==> src/rtl/mem_wb_reg.sv <==
// mem_wb_reg: MEM -> WB pipeline register with a one-entry skid buffer.
//
// Captures the write-back triple (enable, address, data) from the memory stage
// and holds it in a head register that drives the register-file write port.
// A valid/ready handshake plus a skid register lets the write-back side stall
// without ever dropping an instruction. ready_o comes only from the occupancy
// register, so there is no combinational path from ready_i to ready_o.
//
// Ports:
//   clk, rst            clock, asynchronous active-low reset
//   valid_i / ready_o   upstream handshake (memory stage)
//   write_reg_*_i       incoming write-back triple
//   flush_i             synchronous flush; empties head and skid
//   ready_i / valid_o   downstream handshake (write-back side)
//   write_reg_*_o       head entry (enable is raw, registered)
//   wb_we_o             commit strobe to the register file (r0 suppressed)
//   retire_cnt_o        pop counter, present only with MEM_WB_RETIRE_CNT_EN
//
// Optional feature macro: MEM_WB_RETIRE_CNT_EN adds a 32-bit wrapping count of
// popped entries (not cleared by flush_i).
module mem_wb_reg #(
  parameter int unsigned DATA_W = 32,
  parameter int unsigned ADDR_W = 5
) (
  input  logic              clk,
  input  logic              rst,
  input  logic              valid_i,
  output logic              ready_o,
  input  logic              write_reg_en_i,
  input  logic [ADDR_W-1:0] write_reg_addr_i,
  input  logic [DATA_W-1:0] write_reg_data_i,
  input  logic              flush_i,
  input  logic              ready_i,
  output logic              valid_o,
  output logic              write_reg_en_o,
  output logic [ADDR_W-1:0] write_reg_addr_o,
  output logic [DATA_W-1:0] write_reg_data_o,
  output logic              wb_we_o
`ifdef MEM_WB_RETIRE_CNT_EN
  ,
  output logic [31:0]       retire_cnt_o
`endif
);

  typedef enum logic [1:0] {StEmpty, StOne, StFull} state_e;

  state_e            state_q, state_d;
  logic              head_en_q, head_en_d;
  logic [ADDR_W-1:0] head_addr_q, head_addr_d;
  logic [DATA_W-1:0] head_data_q, head_data_d;
  logic              skid_en_q, skid_en_d;
  logic [ADDR_W-1:0] skid_addr_q, skid_addr_d;
  logic [DATA_W-1:0] skid_data_q, skid_data_d;

  logic accept;
  logic pop;

  assign valid_o          = (state_q != StEmpty);
  assign ready_o          = (state_q != StFull);
  assign write_reg_en_o   = head_en_q;
  assign write_reg_addr_o = head_addr_q;
  assign write_reg_data_o = head_data_q;

  assign accept  = valid_i & ready_o;
  assign pop     = valid_o & ready_i;
  // Commit uses the current head, so a pop in a flush cycle still writes.
  assign wb_we_o = pop & head_en_q & (head_addr_q != '0);

  always_comb begin
    state_d     = state_q;
    head_en_d   = head_en_q;
    head_addr_d = head_addr_q;
    head_data_d = head_data_q;
    skid_en_d   = skid_en_q;
    skid_addr_d = skid_addr_q;
    skid_data_d = skid_data_q;

    if (flush_i) begin
      // Anything accepted this cycle is discarded along with the queue.
      state_d   = StEmpty;
      head_en_d = 1'b0;
      skid_en_d = 1'b0;
    end else begin
      unique case (state_q)
        StEmpty: begin
          if (accept) begin
            head_en_d   = write_reg_en_i;
            head_addr_d = write_reg_addr_i;
            head_data_d = write_reg_data_i;
            state_d     = StOne;
          end
        end
        StOne: begin
          if (accept && pop) begin
            head_en_d   = write_reg_en_i;
            head_addr_d = write_reg_addr_i;
            head_data_d = write_reg_data_i;
          end else if (accept) begin
            skid_en_d   = write_reg_en_i;
            skid_addr_d = write_reg_addr_i;
            skid_data_d = write_reg_data_i;
            state_d     = StFull;
          end else if (pop) begin
            head_en_d = 1'b0;
            state_d   = StEmpty;
          end
        end
        StFull: begin
          if (pop) begin
            head_en_d   = skid_en_q;
            head_addr_d = skid_addr_q;
            head_data_d = skid_data_q;
            skid_en_d   = 1'b0;
            state_d     = StOne;
          end
        end
        default: state_d = StEmpty;
      endcase
    end
  end

  always_ff @(posedge clk or negedge rst) begin
    if (!rst) begin
      state_q     <= StEmpty;
      head_en_q   <= 1'b0;
      head_addr_q <= '0;
      head_data_q <= '0;
      skid_en_q   <= 1'b0;
      skid_addr_q <= '0;
      skid_data_q <= '0;
    end else begin
      state_q     <= state_d;
      head_en_q   <= head_en_d;
      head_addr_q <= head_addr_d;
      head_data_q <= head_data_d;
      skid_en_q   <= skid_en_d;
      skid_addr_q <= skid_addr_d;
      skid_data_q <= skid_data_d;
    end
  end

`ifdef MEM_WB_RETIRE_CNT_EN
  logic [31:0] retire_cnt_q;

  assign retire_cnt_o = retire_cnt_q;

  // Counts every pop, bubbles included; wraps naturally at 32 bits.
  always_ff @(posedge clk or negedge rst) begin
    if (!rst) begin
      retire_cnt_q <= '0;
    end else if (pop) begin
      retire_cnt_q <= retire_cnt_q + 32'd1;
    end
  end
`endif

endmodule

==> config.mk <==
export PLATFORM = sky130hd
export DESIGN_NAME = mem_wb_reg
export DESIGN_NICKNAME = d
export VERILOG_FILES = /design/src/rtl/mem_wb_reg.sv
export SDC_FILE = /design/constraint.sdc
export NUM_CORES = 1
export LEC_CHECK = 0
export CAP_MARGIN = 30
export CORE_MARGIN = 5
export CORE_UTILIZATION = 40
export CTS_CLUSTER_DIAMETER = 100
export DETAILED_ROUTE_END_ITERATION = 12
export PLACE_DENSITY = 0.66
export SLEW_MARGIN = 20
export SYNTH_ARGS = -nofsm -noshare
export SYNTH_HDL_FRONTEND = slang
export SYNTH_SLANG_ARGS = --single-unit
==> constraint.sdc <==
create_clock -name clk -period 4 [get_ports clk]
set_input_delay 0.8 -clock clk [delete_from_list [all_inputs] [get_ports clk]]
set_output_delay 0.8 -clock clk [all_outputs]
set_load 0.1 [all_outputs]
### Word-level counts from Yosys, hierarchy flattened

Cells that the tools add are included.

| cells by class | value |
|---|---|
| eq/ne operators | 13 |
| mux-type cells | 25 |
| bitwise operators | 6 |
| reductions and logical operators | 12 |

Operators by type and width:

| kind | count |
|---|---|
| 32-bit two-way mux | 3 |
| 32-bit case mux with 3 select lines | 1 |
| 5-bit two-way mux | 3 |
| 5-bit case mux with 3 select lines | 1 |
| 2-bit two-way mux | 6 |
| 3-bit != test (second input constant) | 4 |
| 4-bit != test (second input constant) | 3 |
| 4-bit AND reduction | 3 |
| 5-bit AND reduction | 2 |
| 1-bit two-way mux | 8 |
| 2-bit != test (second input constant) | 4 |
| 2-bit case mux with 3 select lines | 1 |
| 3-bit nonzero test | 2 |
| 5-bit nonzero test | 1 |
| 1-bit bitwise AND | 4 |
| 4-bit nonzero test | 1 |
| 1-bit case mux with 3 select lines | 1 |
| 2-bit by 1-bit equality test with 1-bit output (second input constant) | 1 |
| 2-bit equality test (second input constant) | 1 |
| 2-bit zero test | 1 |
| 1-bit NOT | 2 |
| 1-bit case mux with 2 select lines | 1 |
| 2-bit nonzero test | 1 |
| 1-bit logical AND | 1 |

| word-level totals | value |
|---|---|
| register bits | 78 |
| bits of input ports | 43 |

### Longest topological paths before layout

| depth | value |
|---|---|
| depth in word-level cells | 7 |
| mapped depth | 9 |

### Worst setup path after synthesis

Ideal clock, no wire load.

| timing path | value |
|---|---|
| kind | flip-flop to output port |
| start point | register head_addr_q[1], in the netlist write_reg_addr_o[1] |
| end point | output port wb_we_o |
| data arrival time | 1.916 ns |
| data required time | 3.200 ns |
| setup slack | 1.284 ns |
| stages on the path, launching flop included | 3 |
| cell sequence | dfrtp_1 or3_1 o311a_1 |

| on the way | value |
|---|---|
| longest elaborated chain between the ends | 2 |

RTL lines:

| what | RTL line | RTL |
|---|---|---|
| start: declaration | 49 | `logic [ADDR_W-1:0] head_addr_q, head_addr_d;` |
| start signal: assignment | 134 | `head_addr_q <= head_addr_d;` |
| 5-bit nonzero test | 67 | `assign wb_we_o = pop & head_en_q & (head_addr_q != '0);` |
| 1-bit bitwise AND | 67 |  |
| end: declaration | 38 | `output logic wb_we_o` |

No other way between the ends.

### Worst setup path after layout

| timing path | value |
|---|---|
| start point | input port ready_i |
| end point | output port wb_we_o |

| on the way | value |
|---|---|
| longest elaborated chain between the ends | 3 |

RTL lines:

| what | RTL line | RTL |
|---|---|---|
| start: declaration | 33 | `input logic ready_i,` |
| 1-bit bitwise AND | 65 | `assign pop = valid_o & ready_i;` |
| 1-bit bitwise AND (2 in series) | 67 |  |

No other way between the ends.

==> impl_metrics.toml <==
[worst_setup_path]
crit_path_start = "ready_i"
cpMaxStageDelayCell = "clkdlybuf4s50_1"
r2r-start = "state_q[0]"
path_buf_inv = 2
path_depth = 4
path_class = "primary input to output port"
crit_chain = "clkdlybuf4s50_1 > nor2b_2 > o311a_1 > buf_4"
crit_fanout = 5
cp-end-kind = "output port"
cp.arrival_ns = 2.25
endpoint = "wb_we_o"
cp-start-kind = "primary input"
timing.rr.end = "write_reg_addr_o[4]"
regToRegSetupSlack_ns = 1.55
cp_top_family = "buffers and inverters"
slowest_delay_ns = 0.54
worstPathRequired_ns = 3.20
r2r_cells = 7

[cells_and_area]
drive_gt1_frac = 0.4059
diodes = 0
layout_common_cells = "mux2_2, clkdlybuf4s50_1, dfrtp_1"
final_area_mm2 = 0.004767
finish.utilization = 0.5413
layout_commonest_cell = "mux2_2"
area_delta_synth_final_pct = 30.75
fin_nets = 384

[place]
dp_slack_ns = 0.9464
io_buffer_count = 83
place_area_mm2 = 0.004593
dp_hpwl_um = 5114
gp_congestion = 0.7574

[sta]
min_period_over_period = 0.7626
relSlewSlack = 0.3223
min_period_ns = 3.050
postLayoutSetupSlackWorst_ns = 0.9498
max_freq_mhz = 327.8
fin_setup_tns_ns = 0
rsz0062_at_grt = "false"
timing.final.hold_violations = 0
fin_skew_ns = 0.01089
final-setup-viol-count = 0
worstMarginPinSlew_ns = 1.013
slew_viol_final = 0

[cts]
cts_resized = 0
cts_tree = "built"
post_cts_buffers = 0
cts.sinks = 78
holdBufCountCts = 0
htree_levels = 3
clock-root-buffer = "clkbuf_8"
clk_pin_slew_ns = 0.08
clock_path_buffers = 2
numCtsBuffers = 9
insertion_delay_ns = 0.33

[synth]
synth_top_area_cell = "dfrtp_1"
postSynthAreaPerCell_um2 = 14.58
post-synth-top-area-fraction = 0.5353
ys_seq_area_frac = 0.5353
async_flop_share = 1.000
syn-num-nets = 298
netlist_top_cells_area = "dfrtp_1, mux2_2, ha_1"
synth_cell_types = 34
syn_inst = 250
synth_edf_count = 0
yosys_warnings = 0
synthesis.area_mm2 = 0.003646
synth_seq_cells = 78
synth_ff_type = "dfrtp_1"

[floorplan]
die-area_mm2 = 0.01112
ios = 84
die_h_um = 105.5
start_util = 0.4140
rows = 34
die_w_um = 105.5
core_area_mm2 = 0.008806

[drt]
first_pass_iters = 4
wirelength_um = 7504
vias = 2298
post_drt_via_cell_ratio = 5.129
ant_nets = 0
routedWlPerCell_um = 16.75
drc = 0
drt-initial-drc-count = 68

[global_routing]
grt_pass1_vias = 2553
gr-max-usage-layer = "met2"
met2_usage = 0.2509
use_met3 = 0.03423
grt_pass1_wl_um = 12960
antenna_found_initial = 0
grt_max_degree = 53
track_usage = 0.1432
grt_util_met1 = 0.1701
gr-total-overflow = 0

[hold_path]
hold_class = "primary input to asynchronous set/reset pin"

[job]
cap_viol_max_count = 0

[status]
status = "completed"
==> sequential cells by signal, indices dropped and copies added (netlist names) <==
register / flops
skid_addr_q: 5
skid_data_q: 32
skid_en_q: 1
state_q: 2
write_reg_addr_o: 5
write_reg_data_o: 32
write_reg_en_o: 1
==> cell families (layout without fill, tap and decap cells) <==
family,after synthesis,after routing,synth area share
fa+ha+maj,5,5,0.01716
simple gates,16,16,0.02677
xor+xnor,1,1,0.002403
mux,112,112,0.3459
buf+inv,19,109,0.02848
compound gates,19,19,0.04393
flops,78,78,0.5353
==> layer usage <==
layer | routed length [µm] | vias to the layer above
met5 | 0 | -
met1 | 3225 | 1168
met4 | 131 | 0
met3 | 315 | 9
met2 | 3831 | 47
li1 | - | 1074
==> worst min path at each step <==
stage	from	to	cells past startpoint
5_1_grt	rst	skid_data_q[29]	1
2_1_floorplan	skid_data_q[21]	skid_data_q[21]	1
6_report	rst	write_reg_data_o[18]	1
3_3_place_gp	write_reg_data_o[17]	write_reg_data_o[17]	1
4_1_cts	rst	write_reg_data_o[18]	1
3_5_place_dp	skid_addr_q[4]	skid_addr_q[4]	1
==> synth_stat cells (all sizes together), types with 3 or more instances <==
| library cell | n |
|---|---|
| mux2 | 112 |
| dfrtp | 78 |
| buf | 9 |
| inv | 6 |
| ha | 5 |
| a211oi | 4 |
| clkbuf | 4 |
| nor2b | 4 |
| o21ai | 3 |
==> cell type report <==
class | instances | area, µm²
multi-input combinational | 153 | 1605
sequential | 78 | 1952
inverter | 6 | 22.52
clock inverter | 4 | 22.52
tap | 108 | 135.1
clock buffer | 11 | 151.4
fill | 774 | 4039
timing repair buffer | 88 | 878.3
==> per-stage QoR <==
step | cells | hold WS (ns)
final | 448 | 0.3834
after global placement | 432 | 0.4762
after floorplan | 250 | 0.4749
after CTS | 448 | 0.3786
after detailed placement | 433 | 0.4907
after global routing | 448 | 0.3959
Power is not shown: default switching activity piles up to over one toggle a cycle in this logic, so the estimate is an artifact.
